## config.mk

```make
export PLATFORM = sky130hd
export DESIGN_NAME = debounce_scan_ctrl
export DESIGN_NICKNAME = d
export VERILOG_FILES = /design/src/rtl/debounce_pkg.sv /design/src/rtl/debounce_scan_ctrl_tick_prescaler.sv /design/src/rtl/debounce_scan_ctrl.sv
export SDC_FILE = /design/constraint.sdc
export NUM_CORES = 1
export LEC_CHECK = 0
export ABC_AREA = 1
export CAP_MARGIN = 25
export CORE_MARGIN = 10
export CORE_UTILIZATION = 61
export CTS_CLUSTER_DIAMETER = 40
export DETAILED_ROUTE_END_ITERATION = 8
export HOLD_SLACK_MARGIN = 0.12
export PLACE_DENSITY = 0.83
export REMOVE_ABC_BUFFERS = 1
export SETUP_SLACK_MARGIN = 0.2
export SLEW_MARGIN = 5
export SYNTH_ARGS = -nofsm -noshare
export SYNTH_HDL_FRONTEND = slang
export SYNTH_SLANG_ARGS = --single-unit
```

## constraint.sdc

```tcl
create_clock -name clk_in -period 3.14 [get_ports clk_in]
set_clock_uncertainty 0.2 [all_clocks]
set_input_delay 0.628 -clock clk_in [delete_from_list [all_inputs] [get_ports clk_in]]
set_output_delay 0.628 -clock clk_in [all_outputs]
set_load 0.005 [all_outputs]
```

## src/rtl/debounce_pkg.sv

```systemverilog
// Shared types and width helpers for the scanned debounce controller.
// Optional auto-repeat is enabled with DEBOUNCE_SCAN_AUTOREPEAT_EN.
package debounce_pkg;

  typedef enum logic {
    IDLE = 1'b0,
    SCAN = 1'b1
  } scan_state_t;

  localparam int unsigned MIN_W = 1;

  // Counter width for a range of n values, never narrower than one bit.
  function automatic int unsigned cw(input int unsigned n);
    return (n > 1) ? $clog2(n) : MIN_W;
  endfunction

endpackage

```

## src/rtl/debounce_scan_ctrl_tick_prescaler.sv

```systemverilog
// Sample-tick prescaler shared by all debounce channels.
// Optional auto-repeat is enabled with DEBOUNCE_SCAN_AUTOREPEAT_EN.
module tick_prescaler
  import debounce_pkg::*;
#(
  parameter int TICK_CYCLES = 100000
) (
  input  logic clk_in,
  input  logic rst_in,
  output logic tick_out
);

  localparam int PW = cw(TICK_CYCLES);
  localparam logic [PW-1:0] LAST = PW'(TICK_CYCLES - 1);

  logic [PW-1:0] cnt_q;
  logic [PW-1:0] cnt_d;

  always_comb begin
    tick_out = (cnt_q == LAST);
    cnt_d    = tick_out ? '0 : cnt_q + 1'b1;
  end

  always_ff @(posedge clk_in) begin
    if (rst_in) cnt_q <= '0;
    else        cnt_q <= cnt_d;
  end

endmodule

```

## src/rtl/debounce_scan_ctrl.sv

```systemverilog
// N-channel debouncer with one shared compare/count engine scanned per tick.
// Optional auto-repeat is enabled with DEBOUNCE_SCAN_AUTOREPEAT_EN.
module debounce_scan_ctrl
  import debounce_pkg::*;
#(
  parameter int N_CH         = 4,
  parameter int TICK_CYCLES  = 100000,
  parameter int STABLE_TICKS = 10,
  parameter int REPEAT_TICKS = 250
) (
  input  logic            clk_in,
  input  logic            rst_in,
  input  logic [N_CH-1:0] bouncey_in,
  output logic [N_CH-1:0] clean_out,
  output logic [N_CH-1:0] press_out,
  output logic [N_CH-1:0] release_out,
  output logic            scanning_out,
  output logic            overrun_out
);

  localparam int IW = cw(N_CH);
  localparam int CW = cw(STABLE_TICKS);
  localparam logic [IW-1:0] IDX_LAST = IW'(N_CH - 1);
  localparam logic [CW-1:0] CNT_LAST = CW'(STABLE_TICKS - 1);

  logic tick;

  logic [N_CH-1:0] meta_q;
  logic [N_CH-1:0] sync_q;
  scan_state_t     state_q, state_d;
  logic [IW-1:0]   idx_q, idx_d;
  logic [CW-1:0]   cnt_q [N_CH];
  logic [CW-1:0]   cnt_d [N_CH];
  logic [N_CH-1:0] clean_q, clean_d;
  logic [N_CH-1:0] press_q, press_d;
  logic [N_CH-1:0] rel_q, rel_d;
  logic            ovr_q, ovr_d;
  logic            cur_sync;
  logic            cur_clean;

`ifdef DEBOUNCE_SCAN_AUTOREPEAT_EN
  localparam int RW = cw(REPEAT_TICKS);
  localparam logic [RW-1:0] RPT_LAST = RW'(REPEAT_TICKS - 1);
  logic [RW-1:0] rpt_q [N_CH];
  logic [RW-1:0] rpt_d [N_CH];
  logic          accept;
`endif

  tick_prescaler #(
    .TICK_CYCLES(TICK_CYCLES)
  ) u_presc (
    .clk_in  (clk_in),
    .rst_in  (rst_in),
    .tick_out(tick)
  );

  always_comb begin
    state_d   = state_q;
    idx_d     = idx_q;
    cnt_d     = cnt_q;
    clean_d   = clean_q;
    press_d   = '0;
    rel_d     = '0;
    ovr_d     = ovr_q | (tick & (state_q == SCAN));
    cur_sync  = sync_q[idx_q];
    cur_clean = clean_q[idx_q];
`ifdef DEBOUNCE_SCAN_AUTOREPEAT_EN
    rpt_d     = rpt_q;
    accept    = 1'b0;
`endif
    unique case (state_q)
      IDLE: begin
        if (tick) begin
          state_d = SCAN;
          idx_d   = '0;
        end
      end
      SCAN: begin
        if (cur_sync == cur_clean) begin
          cnt_d[idx_q] = '0;
        end else if (cnt_q[idx_q] == CNT_LAST) begin
          clean_d[idx_q] = cur_sync;
          cnt_d[idx_q]   = '0;
          press_d[idx_q] = cur_sync;
          rel_d[idx_q]   = ~cur_sync;
`ifdef DEBOUNCE_SCAN_AUTOREPEAT_EN
          accept = 1'b1;
`endif
        end else begin
          cnt_d[idx_q] = cnt_q[idx_q] + 1'b1;
        end
`ifdef DEBOUNCE_SCAN_AUTOREPEAT_EN
        // A held key re-fires press in its own slot every REPEAT_TICKS visits.
        if (accept && cur_sync) begin
          rpt_d[idx_q] = '0;
        end else if (cur_clean && !accept) begin
          if (rpt_q[idx_q] == RPT_LAST) begin
            press_d[idx_q] = 1'b1;
            rpt_d[idx_q]   = '0;
          end else begin
            rpt_d[idx_q] = rpt_q[idx_q] + 1'b1;
          end
        end
`endif
        if (idx_q == IDX_LAST) begin
          state_d = IDLE;
          idx_d   = '0;
        end else begin
          idx_d = idx_q + 1'b1;
        end
      end
      default: state_d = IDLE;
    endcase
  end

  always_ff @(posedge clk_in) begin
    if (rst_in) begin
      meta_q  <= '0;
      sync_q  <= '0;
      state_q <= IDLE;
      idx_q   <= '0;
      cnt_q   <= '{default: '0};
      clean_q <= '0;
      press_q <= '0;
      rel_q   <= '0;
      ovr_q   <= 1'b0;
`ifdef DEBOUNCE_SCAN_AUTOREPEAT_EN
      rpt_q   <= '{default: '0};
`endif
    end else begin
      meta_q  <= bouncey_in;
      sync_q  <= meta_q;
      state_q <= state_d;
      idx_q   <= idx_d;
      cnt_q   <= cnt_d;
      clean_q <= clean_d;
      press_q <= press_d;
      rel_q   <= rel_d;
      ovr_q   <= ovr_d;
`ifdef DEBOUNCE_SCAN_AUTOREPEAT_EN
      rpt_q   <= rpt_d;
`endif
    end
  end

  assign clean_out    = clean_q;
  assign press_out    = press_q;
  assign release_out  = rel_q;
  assign scanning_out = (state_q == SCAN);
  assign overrun_out  = ovr_q;

endmodule

```

==> impl_metrics.ini, run 1 <==
[sta]
drv_slew = 0
final.setup.tns_ns = 0
max_freq_mhz = 432
worstMarginPinSlew_ns = 0.557
fin_crit_sh = 0.737
grt_setup_unrepaired = no
hold_viol = 0
setup_viol = 0
period_minus_slack_ns = 2.31
slew_headroom = 0.628
fin_ws_ns = 0.827

[worst_setup_path]
crit_arrival_ns = 2.37
critPathTopFamily = simple AND/OR/NAND/NOR gates
crit_path_top_delay_cell = dfxtp_1
worst_setup_path_start_kind = register
worstPathCellList = inv_2 -> nand3_1 -> and2_1 -> ha_1 -> nand2_1 -> nor2_1 -> nand2_2 -> nor2_1 -> nand2_1 -> o21ai_0
critPathBufInv = 1
criticalPathCategory = reg -> reg
critical_path_required_ns = 3.19
cp_slowest_stage_delay_ns = 0.63
cp_max_fo = 13
end_kind = register

[cells_and_area]
fin_nets = 392
antennaDiodeCount = 0
syn2layout_area_growth_pct = 16.9
fillers = 338
fin_area_um2 = 2960
seq_area_um2 = 1140
layout-drive-gt1-share = 0.0964
multi_input_area_um2 = 1210

[place]
dp.final_hpwl_um = 3650
dpl_cell_area_um2 = 2770
port_buffers = 19
detailedPlace.worstSlack_ns = 0.865
gp_congestion = 0.894

[route]
drc = 0
dr.pass1.iters = 4
routed_wl_um = 5180
drt_iter0_markers = 169
wl_per_cell_um = 11.9
viasPerCell = 5.12
ant_nets = 0
vias = 2221

[floorplan]
chipWidth_um = 84.5
die-area_um2 = 7130
row_count = 23
initial_core_util = 0.634
core_um2 = 4000
io_pins = 20
die_h_um = 84.5

[clock_network]
cts_resized = 0
htreeDepth = 3
clock-root-buffer = clkbuf_8
clk-insertion-delay-late_ns = 0.33
cts_max_path_buffers = 2
numCtsBuffers = 9
cts_sinks = 57
cts_hold_buf = 0
cts_tree = built
path_clk_slew_ns = 0.06
post-cts-setup-buffers = 0

[outcome]
status = completed

[power]
powerDensity_nw_per_um2 = 478
power_uw = 1410
ir_drop_mv = 0.311
leakage_uw = 0.00121

[logic_synthesis]
synth_cell_types = 31
synthTopCellsByCount = nand2_1 (118), dfxtp_1 (57), inv_1 (36)
synth_edf_count = 0
synth_top_area_frac = 0.450
ys_ff_latch = 57
synth_top_cell_by_area = dfxtp_1
synthesis.area_um2 = 2530
ys.flop_type = dfxtp_1
async_reset_ff_frac = 0
seq_area_frac_synth = 0.450
avgSynthCellArea_um2 = 7.18
yosys-top-cells-area = dfxtp_1 (45%), nand2_1 (17%), nand3_1 (5.9%)
ys_warn_count = 0
netlist_instances = 353
synth_most_common_cell = nand2_1

[grt]
gr-total-overflow = 0
grt.total_usage = 0.152
grt_pass1_vias = 2030
grt_pass1_wl_um = 9000
grt_max_degree = 23
antenna_found_initial = 0

[job]
drv_cap = 0

[min_path]
hp-class = reg -> reg
-- state kept, by name, summed over array words and instances (netlist names) --
signal	count
u_presc.cnt_q	17
cnt_q	16
clean_out	4
meta_q	4
press_out	4
release_out	4
sync_q	4
idx_q	2
overrun_out	1
scanning_out	1
-- metrics by stage --
stage,hold slack (ns),utilization,cells
2_1_floorplan,0.188,-,346
3_3_place_gp,0.190,0.693,418
3_5_place_dp,0.192,0.693,418
4_1_cts,0.201,0.741,434
5_1_grt,0.226,0.741,434
6_report,0.200,0.741,434
-- worst min-delay path: stages (launching register included) --
cell and delay, ns:
dfxtp_1 0.30, inv_1 0.04, nor2_1 0.03
-- report_power, final --
part | leakage [uW] | switching, uW | internal [uW]
Combinational | 0.000643 | 22.5 | 13.6
Clock | 0.000102 | 274 | 370
Sequential | 0.000461 | 3.48 | 731
Total | 0.00121 | 300 | 1110
-- path summary, 6_finish.rpt --
path	start	end	slack, ns	cells past startpoint
min reg2reg	meta_q[0]$_SDFF_PP0_	sync_q[0]$_SDFF_PP0_	0.20	2
max reg2reg	idx_q[1]$_SDFFE_PP0P_	clean_out[1]$_SDFFE_PP0P_	0.83	10
min	meta_q[0]$_SDFF_PP0_	sync_q[0]$_SDFF_PP0_	0.20	2
max	idx_q[1]$_SDFFE_PP0P_	clean_out[1]$_SDFFE_PP0P_	0.83	10
-- cell usage in the layout, fill, tap and decap left out, drive strengths merged --
master / netlist / routed
nor3: 4 / 4
nand2: 123 / 123
o21a: 1 / 1
ha: 7 / 7
nor3b: 2 / 2
xor2: 3 / 3
and3: 1 / 1
dfxtp: 57 / 57
clkinv: 1 / 3
clkbuf: 3 / 14
xnor2: 1 / 1
inv: 38 / 38
buf: 4 / 3
nand4: 2 / 2
a21oi: 22 / 22
and2: 1 / 1
nand3: 32 / 32
o21ai: 7 / 7
or2: 4 / 4
clkdlybuf4s50: 0 / 19
nor4: 2 / 2
nor2: 38 / 38
-- cell families (layout without fill, tap and decap cells) --
kind of cell / Yosys count / after routing / synth area share
AND/OR/NAND/NOR: 209 / 209 / 0.368
flip-flops: 57 / 57 / 0.450
buffers and inverters: 46 / 77 / 0.0735
AO/OA/AOI/OAI: 30 / 30 / 0.0602
adder cells (fa/ha/maj): 7 / 7 / 0.0345
XOR/XNOR: 4 / 4 / 0.0138
-- per-layer routing --
layer  part of all wire  GRT usage  vias up
li1                   -          -     1161
met1               0.44      0.178      970
met2               0.47      0.236       76
met3              0.066     0.0522       14
met4              0.028     0.0883        0
met5                  0          0        -
-- area by class of cell --
| cell class | count | share of cell area |
|---|---|---|
| multi-input cells | 250 | 0.408 |
| flip-flops and latches | 57 | 0.385 |
| repair buffers | 22 | 0.0718 |
| clock buffers | 14 | 0.0617 |
| inverters | 39 | 0.0494 |
| well taps | 50 | 0.0211 |
| clock inverters | 2 | 0.00338 |
No activity file was read; power rests on OpenSTA's default activity.
==> run 2, diff against run 1 <==
CORE_UTILIZATION = 52   (was 61)
PLACE_DENSITY = 0.75   (was 0.83)
clock period = 1.9 ns   (was 3.14 ns; I/O delays follow)
==> run 2 against run 1 <==
Against the previous run:
- flip-flop and latch count is the same
- largest power group unchanged
- critical path depth grew 2
- register-to-register slack lost 0.67 ns
- critical endpoint is now cnt_q[8]$_SDFFE_PP0P_
- highest routed layer unchanged
==> impl_metrics.ini, run 2 (synthesis results as in run 1) <==
[power]
leakage_uw = 0.00153
powerDensity_nw_per_um2 = 690
ir_drop_mv = 0.651

[sta]
hold_slack_ns = 0.205
hold_viol = 0
max_freq_mhz = 575
fin_crit_sh = 0.915
setup_viol = 0
worstMarginPinSlew_ns = 0.438
drv_slew = 0
slew_headroom = 0.707
period_minus_slack_ns = 1.74
grt_setup_unrepaired = yes

[route]
ant_nets = 0
wl_per_cell_um = 13.2
drc = 0
viasPerCell = 5.06
drt_iter0_markers = 109
routed_wl_um = 6210
vias = 2373
dr.pass1.iters = 4

[clock_network]
cts_tree = built
cts_sinks = 57
numCtsBuffers = 9
cts_max_path_buffers = 2
htreeDepth = 3
path_clk_slew_ns = 0.06
clk-insertion-delay-late_ns = 0.34
clock-root-buffer = clkbuf_8
cts_hold_buf = 0

[worst_setup_path]
rr_startpoint = idx_q[0]$_SDFFE_PP0P_
critPathLaunch = idx_q[0]$_SDFFE_PP0P_
worst_setup_path_start_kind = register
cp_max_fo = 5
criticalPathCategory = reg -> reg
end_kind = register
crit_arrival_ns = 1.80
critical_path_required_ns = 1.96

[cells_and_area]
final_common_cell = nand2_1
antennaDiodeCount = 0
fin_nets = 410
syn2layout_area_growth_pct = 35.8
mostFrequentLayoutCells = nand2_1 (99), dfxtp_1 (49), inv_1 (33)
top_register = u_presc.cnt_q
largest_reg_flops = 17
layout-drive-gt1-share = 0.271
reg_top3 = u_presc.cnt_q (17), cnt_q (16)
fillers = 379
stdcell_count = 469

[floorplan]
die-area_um2 = 8070
io_pins = 20
chipWidth_um = 89.8
core_um2 = 4720
die_h_um = 89.8
row_count = 25
initial_core_util = 0.537

[place]
gp_congestion = 0.932
placed_cells = 443
port_buffers = 19
dp.final_hpwl_um = 3960

[grt]
antenna_found_initial = 0
grt_pass1_wl_um = 9580
grt_pass1_vias = 2212
gr-total-overflow = 0
grt_max_degree = 18
grt.total_usage = 0.142

[outcome]
status = completed

[min_path]
hp-class = reg -> reg
min-delay-start = meta_q[1]$_SDFF_PP0_

[job]
drv_cap = 0
## run 2: cell types whose count changed in the layout (fill, tap and decap cells not counted), moves of 6 or more
| cell | previous run | this run |
|---|---|---|
| nand2_4 | 1 | 10 |
| dlygate4sd2_1 | 0 | 13 |
| nand2_1 | 118 | 99 |
| dfxtp_1 | 57 | 49 |
| clkdlybuf4s50_1 | 19 | 5 |
| nand3_2 | 2 | 10 |
| nor2_4 | 4 | 11 |
| nand2_2 | 4 | 14 |
| nand3_1 | 30 | 22 |
| nor2_1 | 31 | 25 |
| buf_4 | 3 | 15 |
## run 2: layout make-up
cell class | instances | area (um^2) | area share
clock buffers | 14 | 183 | 0.0531
clock inverters | 2 | 10.0 | 0.00291
inverters | 39 | 151 | 0.0440
multi-input cells | 250 | 1450 | 0.422
flip-flops and latches | 57 | 1160 | 0.338
well taps | 67 | 83.8 | 0.0244
repair buffers | 40 | 397 | 0.115
## run 2: stage by stage
stage / setup WS (ns) / area, um^2 / total power (uW) / setup TNS [ns] / util
after floorplan: -0.138 / 2490 / 1270 / -2.83 / -
after global placement: 0.127 / 2860 / 1310 / 0 / 0.606
after detailed placement: 0.0448 / 2860 / 1310 / 0 / 0.606
after CTS: 0.0882 / 3180 / 2360 / 0 / 0.673
after global routing: 0.0225 / 3440 / 2450 / 0 / 0.729
final: 0.162 / 3440 / 2370 / 0 / 0.729
## run 2: routing by layer
metal  up-vias  GRT usage  share of wire  routed length [um]
li1       1203          -              -                   -
met1      1089      0.158           0.41                2560
met2        66      0.238           0.51                3180
met3        15     0.0357          0.051                 316
met4         0     0.0903          0.025                 154
met5         -          0              0                   0
## run 2: power breakdown
part / internal (uW) / leakage, uW / switching (uW)
Combinational: 41.6 / 0.000959 / 45.3
Sequential: 1210 / 0.000466 / 9.06
Clock: 612 / 0.000102 / 461
## run 2: path summary, 6_finish.rpt
kind                                              end  depth (start not counted)  slack [ns]
worst min register to register   sync_q[1]$_SDFF_PP0_                          2        0.20
worst max-delay path            cnt_q[8]$_SDFFE_PP0P_                         12        0.16
worst max register to register  cnt_q[8]$_SDFFE_PP0P_                         12        0.16
worst min-delay path             sync_q[1]$_SDFF_PP0_                          2        0.20
## run 2: critical path: stages (launching register included)
cell and delay [ns]:
dfxtp_4 0.39, buf_6 0.13, buf_6 0.12, nand2_4 0.05, nand2_2 0.07, nand2_1 0.04
nand2_1 0.05, nand2_1 0.05, nand2_2 0.11, nand2_4 0.11, nor2_4 0.13, nand2_1 0.06
a21oi_1 0.13
## run 2: repair_timing
item                       in CTS  in global routing
resized for setup              46                 55
pin swaps                      10                 16
setup buffers                   4                  4
setup endpoints to repair      59                 47
cloned                          0                  2
==> run 3, diff against run 2 <==
TNS_END_PERCENT = 100   (was not set)
==> results of run 3 <==
The final DEF is identical to that of run 2; final timing and power are the same.
